<file path="config.mk">
export PLATFORM = sky130hd
export DESIGN_NAME = lfsr_stream_gen
export DESIGN_NICKNAME = d
export VERILOG_FILES = /design/src/rtl/lfsr_stream_gen.sv
export SDC_FILE = /design/constraint.sdc
export NUM_CORES = 1
export LEC_CHECK = 0
export CORE_MARGIN = 5
export CORE_UTILIZATION = 50
export DETAILED_ROUTE_END_ITERATION = 16
export PLACE_DENSITY_LB_ADDON = 0.25
export SYNTH_ARGS = -nofsm -noshare
export SYNTH_HDL_FRONTEND = slang
export SYNTH_SLANG_ARGS = --single-unit
</file>
<file path="constraint.sdc">
create_clock -name clk -period 2.6 [get_ports clk]
set_input_delay 0.52 -clock clk [delete_from_list [all_inputs] [get_ports clk]]
set_output_delay 0.52 -clock clk [all_outputs]
set_load 0.01 [all_outputs]
</file>
<file path="src/rtl/lfsr_stream_gen.sv">
// W-bit LFSR sequence generator with Fibonacci/Galois feedback, seed load with
// all-zero lock-up recovery, and a valid/ready burst engine.
module lfsr_stream_gen #(
   parameter int unsigned   W      = 5,
   parameter logic [W-1:0]  TAPS_F = 5'b10100,
   parameter logic [W-1:0]  TAPS_G = 5'b00101,
   parameter logic [W-1:0]  SEED   = {W{1'b1}},
   parameter int unsigned   CW     = 8
) (
   input  logic          clk,
   input  logic          rst,
   input  logic          load,
   input  logic [W-1:0]  seed_in,
   input  logic          mode,
   input  logic          start,
   input  logic [CW-1:0] len,
   input  logic          out_ready,
   output logic          out_valid,
   output logic [W-1:0]  out_data,
   output logic          out_bit,
   output logic          busy,
   output logic          done,
   output logic          lockup,
   output logic          wrap
);

   localparam logic ST_IDLE = 1'b0;
   localparam logic ST_RUN  = 1'b1;

   logic          fsm_q,    fsm_d;
   logic [W-1:0]  state_q,  state_d;
   logic [W-1:0]  ref_q,    ref_d;
   logic          mode_q,   mode_d;
   logic [CW-1:0] rem_q,    rem_d;
   logic          done_q,   done_d;
   logic          wrap_q,   wrap_d;
   logic          lockup_q, lockup_d;

   logic [W-1:0]  next_fib;
   logic [W-1:0]  next_gal;
   logic [W-1:0]  next_state;

   always_comb begin
      next_fib   = {state_q[W-2:0], ^(state_q & TAPS_F)};
      next_gal   = {state_q[W-2:0], 1'b0} ^ ({W{state_q[W-1]}} & TAPS_G);
      next_state = mode_q ? next_gal : next_fib;
   end

   always_comb begin
      fsm_d    = fsm_q;
      state_d  = state_q;
      ref_d    = ref_q;
      mode_d   = mode_q;
      rem_d    = rem_q;
      done_d   = 1'b0;
      wrap_d   = 1'b0;
      lockup_d = lockup_q;

      case (fsm_q)
         ST_IDLE: begin
            // load takes priority over start; a zero seed would lock the LFSR
            if (load) begin
               if (seed_in == '0) begin
                  state_d  = SEED;
                  ref_d    = SEED;
                  lockup_d = 1'b1;
               end else begin
                  state_d  = seed_in;
                  ref_d    = seed_in;
                  lockup_d = 1'b0;
               end
            end else if (start && (len != '0)) begin
               mode_d = mode;
               rem_d  = len;
               fsm_d  = ST_RUN;
            end
         end
         ST_RUN: begin
            if (out_ready) begin
               state_d = next_state;
               rem_d   = rem_q - CW'(1);
               wrap_d  = (next_state == ref_q);
               if (rem_q == CW'(1)) begin
                  fsm_d  = ST_IDLE;
                  done_d = 1'b1;
               end
            end
         end
         default: fsm_d = ST_IDLE;
      endcase
   end

   always_ff @(posedge clk or posedge rst) begin
      if (rst) begin
         fsm_q    <= ST_IDLE;
         state_q  <= SEED;
         ref_q    <= SEED;
         mode_q   <= 1'b0;
         rem_q    <= '0;
         done_q   <= 1'b0;
         wrap_q   <= 1'b0;
         lockup_q <= 1'b0;
      end else begin
         fsm_q    <= fsm_d;
         state_q  <= state_d;
         ref_q    <= ref_d;
         mode_q   <= mode_d;
         rem_q    <= rem_d;
         done_q   <= done_d;
         wrap_q   <= wrap_d;
         lockup_q <= lockup_d;
      end
   end

   assign out_valid = (fsm_q == ST_RUN);
   assign busy      = (fsm_q == ST_RUN);
   assign out_data  = state_q;
   assign out_bit   = state_q[W-1];
   assign done      = done_q;
   assign lockup    = lockup_q;
   assign wrap      = wrap_q;

endmodule

</file>
* Word-level counts from Yosys, hierarchy flattened *
Cells that the tools add are included.

word-level totals
  register bits = 23
  word-level logic and storage cells = 46

cells by class
  $add $sub $neg = 1
  equal/unequal tests = 6
  muxes and demuxes = 20
  bitwise gates (word level) = 3
  reductions and logical operators = 8

operator list
  operator             count
  $mux 8               3
  $mux 5               4
  $pmux 8 s2           1
  $mux 1               10
  $pmux 5 s2           1
  $eq 8x1->1 const B   1
  $ne 2x2->1 const B   4
  $reduce_bool 8->1    1
  $sub 8x1->8 const B  1
  $reduce_and 3->1     2
  $eq 5x5->1           1
  $logic_not 5->1      1
  $reduce_xor 5->1     1
  $xor 5x3->5          1
  $reduce_and 2->1     2
  $not 1->1            2
  $pmux 1 s2           1
  $logic_and 1x1->1    1

* Logic depth before layout (Yosys ltp) *
Gate-level depths: netlist (run 1).

  word-level depth = 5
  gate-level depth with buffers = 6

* Least setup slack after synthesis (run 1) *
Ideal clock, no wire load.

  kind = input port to flip-flop
  start = input len[2]
  end = register rem_q[7]
  setup time = 132 ps
  data arrival time = 1,670 ps
  data required time = 2,468 ps
  slack = 798 ps
  cell stages on the path = 5
  path buffers = 1
  path through = or4_4 -> o21ai_2 -> buf_6 -> mux2i_1 -> o211ai_2

on the way
  longest elaborated chain between the ends = 4

RTL lines
  element                     RTL line  RTL
  start: declaration          16        input logic [CW-1:0] len,
  $reduce_bool 8->1           72        end else if (start && (len != '0)) begin
  $logic_and 1x1->1           72
  $ne 2x2->1 (no line)        n/a
  $reduce_and 3->1 (no line)  n/a
  end signal: assignment      108       rem_q <= rem_d;
  end: declaration            34        logic [CW-1:0] rem_q, rem_d;

Every way passes these cells.
A chain may end at the register's enable or synchronous reset.

* Worst setup path in the final report (run 1) *
  start = input len[2]
  end = register rem_q[5]

The elaborated chain is that of the path after synthesis.

==> results of run 1 <==
-- logic make-up (layout without fill, tap and decap cells) --
group	after synthesis	in the layout	synth area share
buffers and inverters	12	43	0.0662
and+or+nand+nor	66	66	0.234
AOI/OAI and AO/OA	36	36	0.181
adders and majority gates	2	2	0.0184
DFF	23	23	0.432
xor gates and xnor gates	7	7	0.0450
muxes	3	3	0.0230
-- worst register-to-register path, stage by stage, from the launching register on --
cell      delay (ps)
dfrtp_1          460
inv_1             80
ha_1             170
nor3b_1          410
a211o_1          190
o21ai_0           80
a211oi_1         210
-- layer usage --
layer | up-vias | part of all wire
met1 | 582 | 0.41
met4 | 0 | 0.0055
met5 | - | 0
met2 | 29 | 0.53
met3 | 2 | 0.050
li1 | 592 | -
-- path summary, 6_finish.rpt --
kind                                            from                   end  slack, ps  cells past startpoint
worst max register to register  rem_q[0]$_DFFE_PP0P_  rem_q[6]$_DFFE_PP0P_        930                      6
max in group asynchronous                        rst  ref_q[2]$_DFFE_PP1P_       1790                      3
worst min register to register  ref_q[2]$_DFFE_PP1P_  ref_q[2]$_DFFE_PP1P_        480                      2
worst max-delay path                          len[2]  rem_q[5]$_DFFE_PP0P_        580                      5
min in group asynchronous                        rst  rem_q[3]$_DFFE_PP0P_        540                      3
worst min-delay path            ref_q[2]$_DFFE_PP1P_  ref_q[2]$_DFFE_PP1P_        480                      2
-- final cells by class --
class | instances | area [sq um] | area share
Multi-Input combinational cell | 114 | 683 | 0.405
Sequential cell | 23 | 588 | 0.348
Clock buffer | 3 | 22.5 | 0.0133
Inverter | 4 | 15.0 | 0.00890
Timing Repair Buffer | 35 | 335 | 0.199
Clock inverter | 1 | 5.00 | 0.00297
Tap cell | 31 | 38.8 | 0.0230
-- stage by stage --
stage,worst slack [ps],cells,area [sq um]
3_3_place_gp,281,207,1660
5_1_grt,502,211,1690
6_report,580,211,1690
2_1_floorplan,798,149,1360
4_1_cts,579,211,1690
3_5_place_dp,236,207,1660
-- cell usage after synthesis, drive strengths merged, types with 4 or more instances --
library cell / instances / area share
inv: 4 / 0.011
a21oi: 4 / 0.015
nand2: 31 / 0.085
clkbuf: 5 / 0.036
dfrtp: 13 / 0.24
dfstp: 10 / 0.19
xnor2: 5 / 0.032
nor3: 6 / 0.022
o21ai: 14 / 0.054
nor2: 9 / 0.025
-- registers in the layout, summed over array words and instances (netlist names) --
register  cells
lockup        1
rem_q         8
out_data      5
mode_q        1
busy          1
ref_q         5
done          1
wrap          1
-- power by group through the flow --
stage | Combinational, W | Clock, W | Sequential (W)
after floorplan | 0.000533 | 0 | 0.000696
after global placement | 0.000760 | 0 | 0.000698
after detailed placement | 0.000777 | 0 | 0.000706
after CTS | 0.000780 | 0.000173 | 0.000698
after global routing | 0.000855 | 0.000190 | 0.000722
final | 0.000774 | 0.000169 | 0.000700
==> results.ini, run 1 <==
[floorplanning]
num_io_pins = 30
die_y_um = 62.2
start_util = 0.507
core_area_sq_um = 2690
die_area_sq_um = 3870
num_rows = 19
die_w_um = 62.2

[synthesis]
ys.flop_type = dfrtp_1
yosys_warnings = 0
ys_seq_area_frac = 0.432
synth.avg_cell_area_sq_um = 9.14
synth_edf_count = 0
syn-num-nets = 170
ys_seq_elements = 23
async_reset_ff_frac = 1.00
synthCells = 149
ys_types = 45
synth_area_sq_um = 1360

[cells_and_area]
layout.nets = 202
mostFrequentLayoutCells = 31 x nand2_1, 29 x clkdlybuf4s50_1, 13 x dfrtp_1
nFillCells = 232
post-route-util = 0.628
final_common_cell = nand2_1
drive_gt1_frac = 0.150
antenna_cells = 0
areaGrowthSynthToFinish_pct = 24.0

[place]
io_buffers = 29
dpl.hpwl_um = 2370
gp_congestion = 0.855

[pwr]
internal_power_w = 0.00101
pwr-share-clk = 0.103
max-vdd-ir-drop_uv = 671
p_leak_nw = 0.723
p_switching_w = 0.000631
p_per_area_nw_per_um2 = 974
p_comb_frac = 0.471
p_seq_frac = 0.426
total_power_w = 0.00164
netSwitchingFraction = 0.384

[global_routing]
grt_overflow = 0
use_met2 = 0.285
use_met3 = 0.0360
antenna_found_initial = 0
use_met1 = 0.194
grt_max_degree = 24
track_usage = 0.164
grt_pass1_wl_um = 5240
grt-busiest-layer = met2
grt_pass1_vias = 1182

[critical_path]
end_kind = flip-flop
critPathSlowestCell = or4_4
crit_path_cell_trace = clkdlybuf4s50_1 > or4_4 > o21ai_2 > a211oi_1 > a211oi_1
cp_common_cell = a211oi_1
crit_family = compound AO/OA/AOI/OAI gates
cp.arrival_ps = 2240
cp_data_required_time_ps = 2820
startpoint_type = primary input
crit_buf_inv = 1
crit_path_max_incr_delay_ps = 560
worst-setup-path-type = primary input to flip-flop
cp_max_fo = 9

[clock_tree]
cts_made_buffers = 3
ctsResizeCount = 0
cts_root_buffer = clkbuf_4
clock-sinks = 23
clock_path_buffers = 2
postCtsSetupBuffers = 0
cts_max_level = 1
holdBufCountCts = 0
clkLatencyLatePin_ps = 310
cts_tree = built
clkTransAtPathRegs_ps = 130

[detailed_routing]
antenna_left = 0
via_count = 1205
dr.pass1.iters = 4
wl_per_cell_um = 14.5
drcViolationCount = 0
dr.first_iter.drc_count = 50
vias_per_cell = 5.71
drt-total-wl_um = 3070

[job]
cap_violations = 0

[timing]
rsz0062_at_grt = no
whs_ps = 476
relSlewSlack = 0.620
worst_slew_pin_slew_ps = 564
fin_skew_ps = 4.23
finalSetupViolCount = 0
finalMaxSlewViolations = 0
fmax_mhz = 495
tns_ps = 0
finalCritPeriodShare = 0.777
hold_violations = 0
fin_crit_ps = 2020

[min_path]
hp-class = flip-flop to flip-flop

[run_status]
status = completed

(Power assumes the default switching activity.)
==> run 2, diff against run 1 <==
clock period = 2.1 ns   (was 2.6 ns; I/O delays follow)
==> results.ini, run 2 (synthesis gave the netlist of run 1 again) <==
[run_status]
status = completed  ; unchanged

[critical_path]
crit_path_max_incr_delay_ps = 610  ; was 560 ps
crit_path_cell_trace = clkdlybuf4s50_1  ; was clkdlybuf4s50_1 > or4_4 > o21ai_2 > a211oi_1 > a211oi_1
r2r_start = rem_q[0]$_DFFE_PP0P_  ; unchanged
cp-startpoint = busy$_DFF_PP0_  ; was len[2]
end_kind = output pin  ; was flip-flop
crit_family = buffers and inverters  ; was compound AO/OA/AOI/OAI gates
path_depth = 1  ; was 5
cp_data_required_time_ps = 1680  ; was 2820 ps
cp_max_fo = 9  ; unchanged
worst-setup-path-type = flip-flop to output pin  ; was primary input to flip-flop
r2r_cells = 6  ; unchanged
startpoint_type = flip-flop  ; was primary input
cp.arrival_ps = 1450  ; was 2240 ps
crit_buf_inv = 1  ; unchanged
critPathSlowestCell = clkdlybuf4s50_1  ; was or4_4

[place]
io_buffers = 29  ; unchanged
dp.cells = 215  ; was 207
dpl.hpwl_um = 2600  ; was 2370 um
placed_area_sq_um = 1720  ; was 1660 sq um
gp_congestion = 0.824  ; was 0.855

[detailed_routing]
via_count = 1219  ; was 1,205
vias_per_cell = 5.57  ; was 5.71
antenna_left = 0  ; unchanged
drt-total-wl_um = 3280  ; was 3070 um
drcViolationCount = 0  ; unchanged
dr.first_iter.drc_count = 75  ; was 50
dr.pass1.iters = 4  ; unchanged
wl_per_cell_um = 15.0  ; was 14.5 um

[timing]
relSlewSlack = 0.607  ; was 0.620
fmax_mhz = 534
finalMaxSlewViolations = 0  ; unchanged
finalCritPeriodShare = 0.892
fin_skew_ps = 11.3  ; was 4.23 ps
fin_crit_ps = 1870
hold_violations = 0  ; unchanged
rsz0062_at_grt = no  ; unchanged
worst_slew_pin_slew_ps = 585  ; was 564 ps
finalSetupViolCount = 0  ; unchanged

[cells_and_area]
mostFrequentLayoutCells = 31 x nand2_1, 29 x clkdlybuf4s50_1, 14 x buf_4  ; was 31 x nand2_1, 29 x clkdlybuf4s50_1, 13 x dfrtp_1
drive_gt1_frac = 0.186  ; was 0.150
layout.nets = 210  ; was 202
largest_reg_flops = 8  ; unchanged
final_cell_area_sq_um = 1750  ; was 1690 sq um
final_cells = 219  ; was 211
areaGrowthSynthToFinish_pct = 28.4  ; was 24.0%
antenna_cells = 0  ; unchanged
nFillCells = 245  ; was 232
largest_register = rem_q  ; unchanged
final_common_cell = nand2_1  ; unchanged

[global_routing]
grt_overflow = 0  ; unchanged
grt_pass1_vias = 1304  ; was 1,182
grt_max_degree = 24  ; unchanged
antenna_found_initial = 0  ; unchanged
grt_pass1_wl_um = 5800  ; was 5240 um
track_usage = 0.181  ; was 0.164

[pwr]
max-vdd-ir-drop_uv = 896  ; was 671 uV
p_per_area_nw_per_um2 = 1170  ; was 974 nW/um^2
p_leak_nw = 0.761  ; was 0.723 nW

[clock_tree]
cts_root_buffer = clkbuf_4  ; unchanged
clkTransAtPathRegs_ps = 130  ; about the same
ctsResizeCount = 0  ; unchanged
clkLatencyLatePin_ps = 310  ; about the same
postCtsSetupBuffers = 0  ; unchanged
cts_max_level = 1  ; unchanged
clock-sinks = 23  ; unchanged
holdBufCountCts = 0  ; unchanged
cts_tree = built  ; unchanged
clock_path_buffers = 2  ; unchanged
cts_made_buffers = 3  ; unchanged

[floorplanning]
die_y_um = 62.2  ; unchanged
core_area_sq_um = 2690  ; unchanged
num_io_pins = 30  ; unchanged
num_rows = 19  ; unchanged
start_util = 0.507  ; unchanged
die_w_um = 62.2  ; unchanged
die_area_sq_um = 3870  ; unchanged

[job]
cap_violations = 0  ; unchanged

[min_path]
hp-class = primary input to async pin  ; was flip-flop to flip-flop

## run 2: changes by cell type in the layout (fill, tap and decap cells not counted)
cell and change:
buf_4 +8
## run 2: final timing paths
kind / slack (ps) / end
worst max-delay path: 230 / busy
worst min-delay path: 430 / rem_q[4]$_DFFE_PP0P_
worst max register to register: 390 / rem_q[6]$_DFFE_PP0P_
worst min register to register: 470 / ref_q[0]$_DFFE_PP1P_
max in group asynchronous: 1380 / ref_q[2]$_DFFE_PP1P_
min in group clk: 470 / ref_q[0]$_DFFE_PP1P_
## run 2: metrics by stage
step	power, W	setup slack, ps	utilization	TNS, ps	hold WS, ps
after floorplan	0.00152	398	-	0	415
after global placement	0.00183	-14.3	0.640	-37.7	456
after detailed placement	0.00186	-79.8	0.640	-384	459
after CTS	0.00207	202	0.651	0	431
after global routing	0.00225	125	0.651	0	443
final	0.00205	227	0.651	0	428
## run 2: worst reg2reg max path: stages (launching register included)
cell and delay, ps:
dfrtp_1 450, inv_1 80, ha_1 190, nor3b_1 430, a211o_1 190, o21ai_0 90, a211oi_1 220
## run 2: layer usage
| metal | vias to the layer above | track usage | routed length (um) |
|---|---|---|---|
| met5 | - | 0 | 0 |
| met4 | 0 | 0.0732 | 52 |
| met3 | 6 | 0.0324 | 143 |
| met2 | 35 | 0.330 | 1740 |
| met1 | 573 | 0.204 | 1340 |
| li1 | 605 | - | - |
## run 2: final cells by class
type                            instances  area [sq um]  share of cell area
Sequential cell                        23           588               0.336
Clock inverter                          1          5.00             0.00286
Multi-Input combinational cell        114           683               0.391
Inverter                                4          15.0             0.00859
Clock buffer                            3          22.5              0.0129
Timing Repair Buffer                   43           395               0.226
Tap cell                               31          38.8              0.0222
## run 2: power by group
part           leakage [nW]  switching (W)  internal (W)
clock                0.0177       0.000134     0.0000710
combinational         0.479       0.000455      0.000515
sequential            0.264       0.000193      0.000684
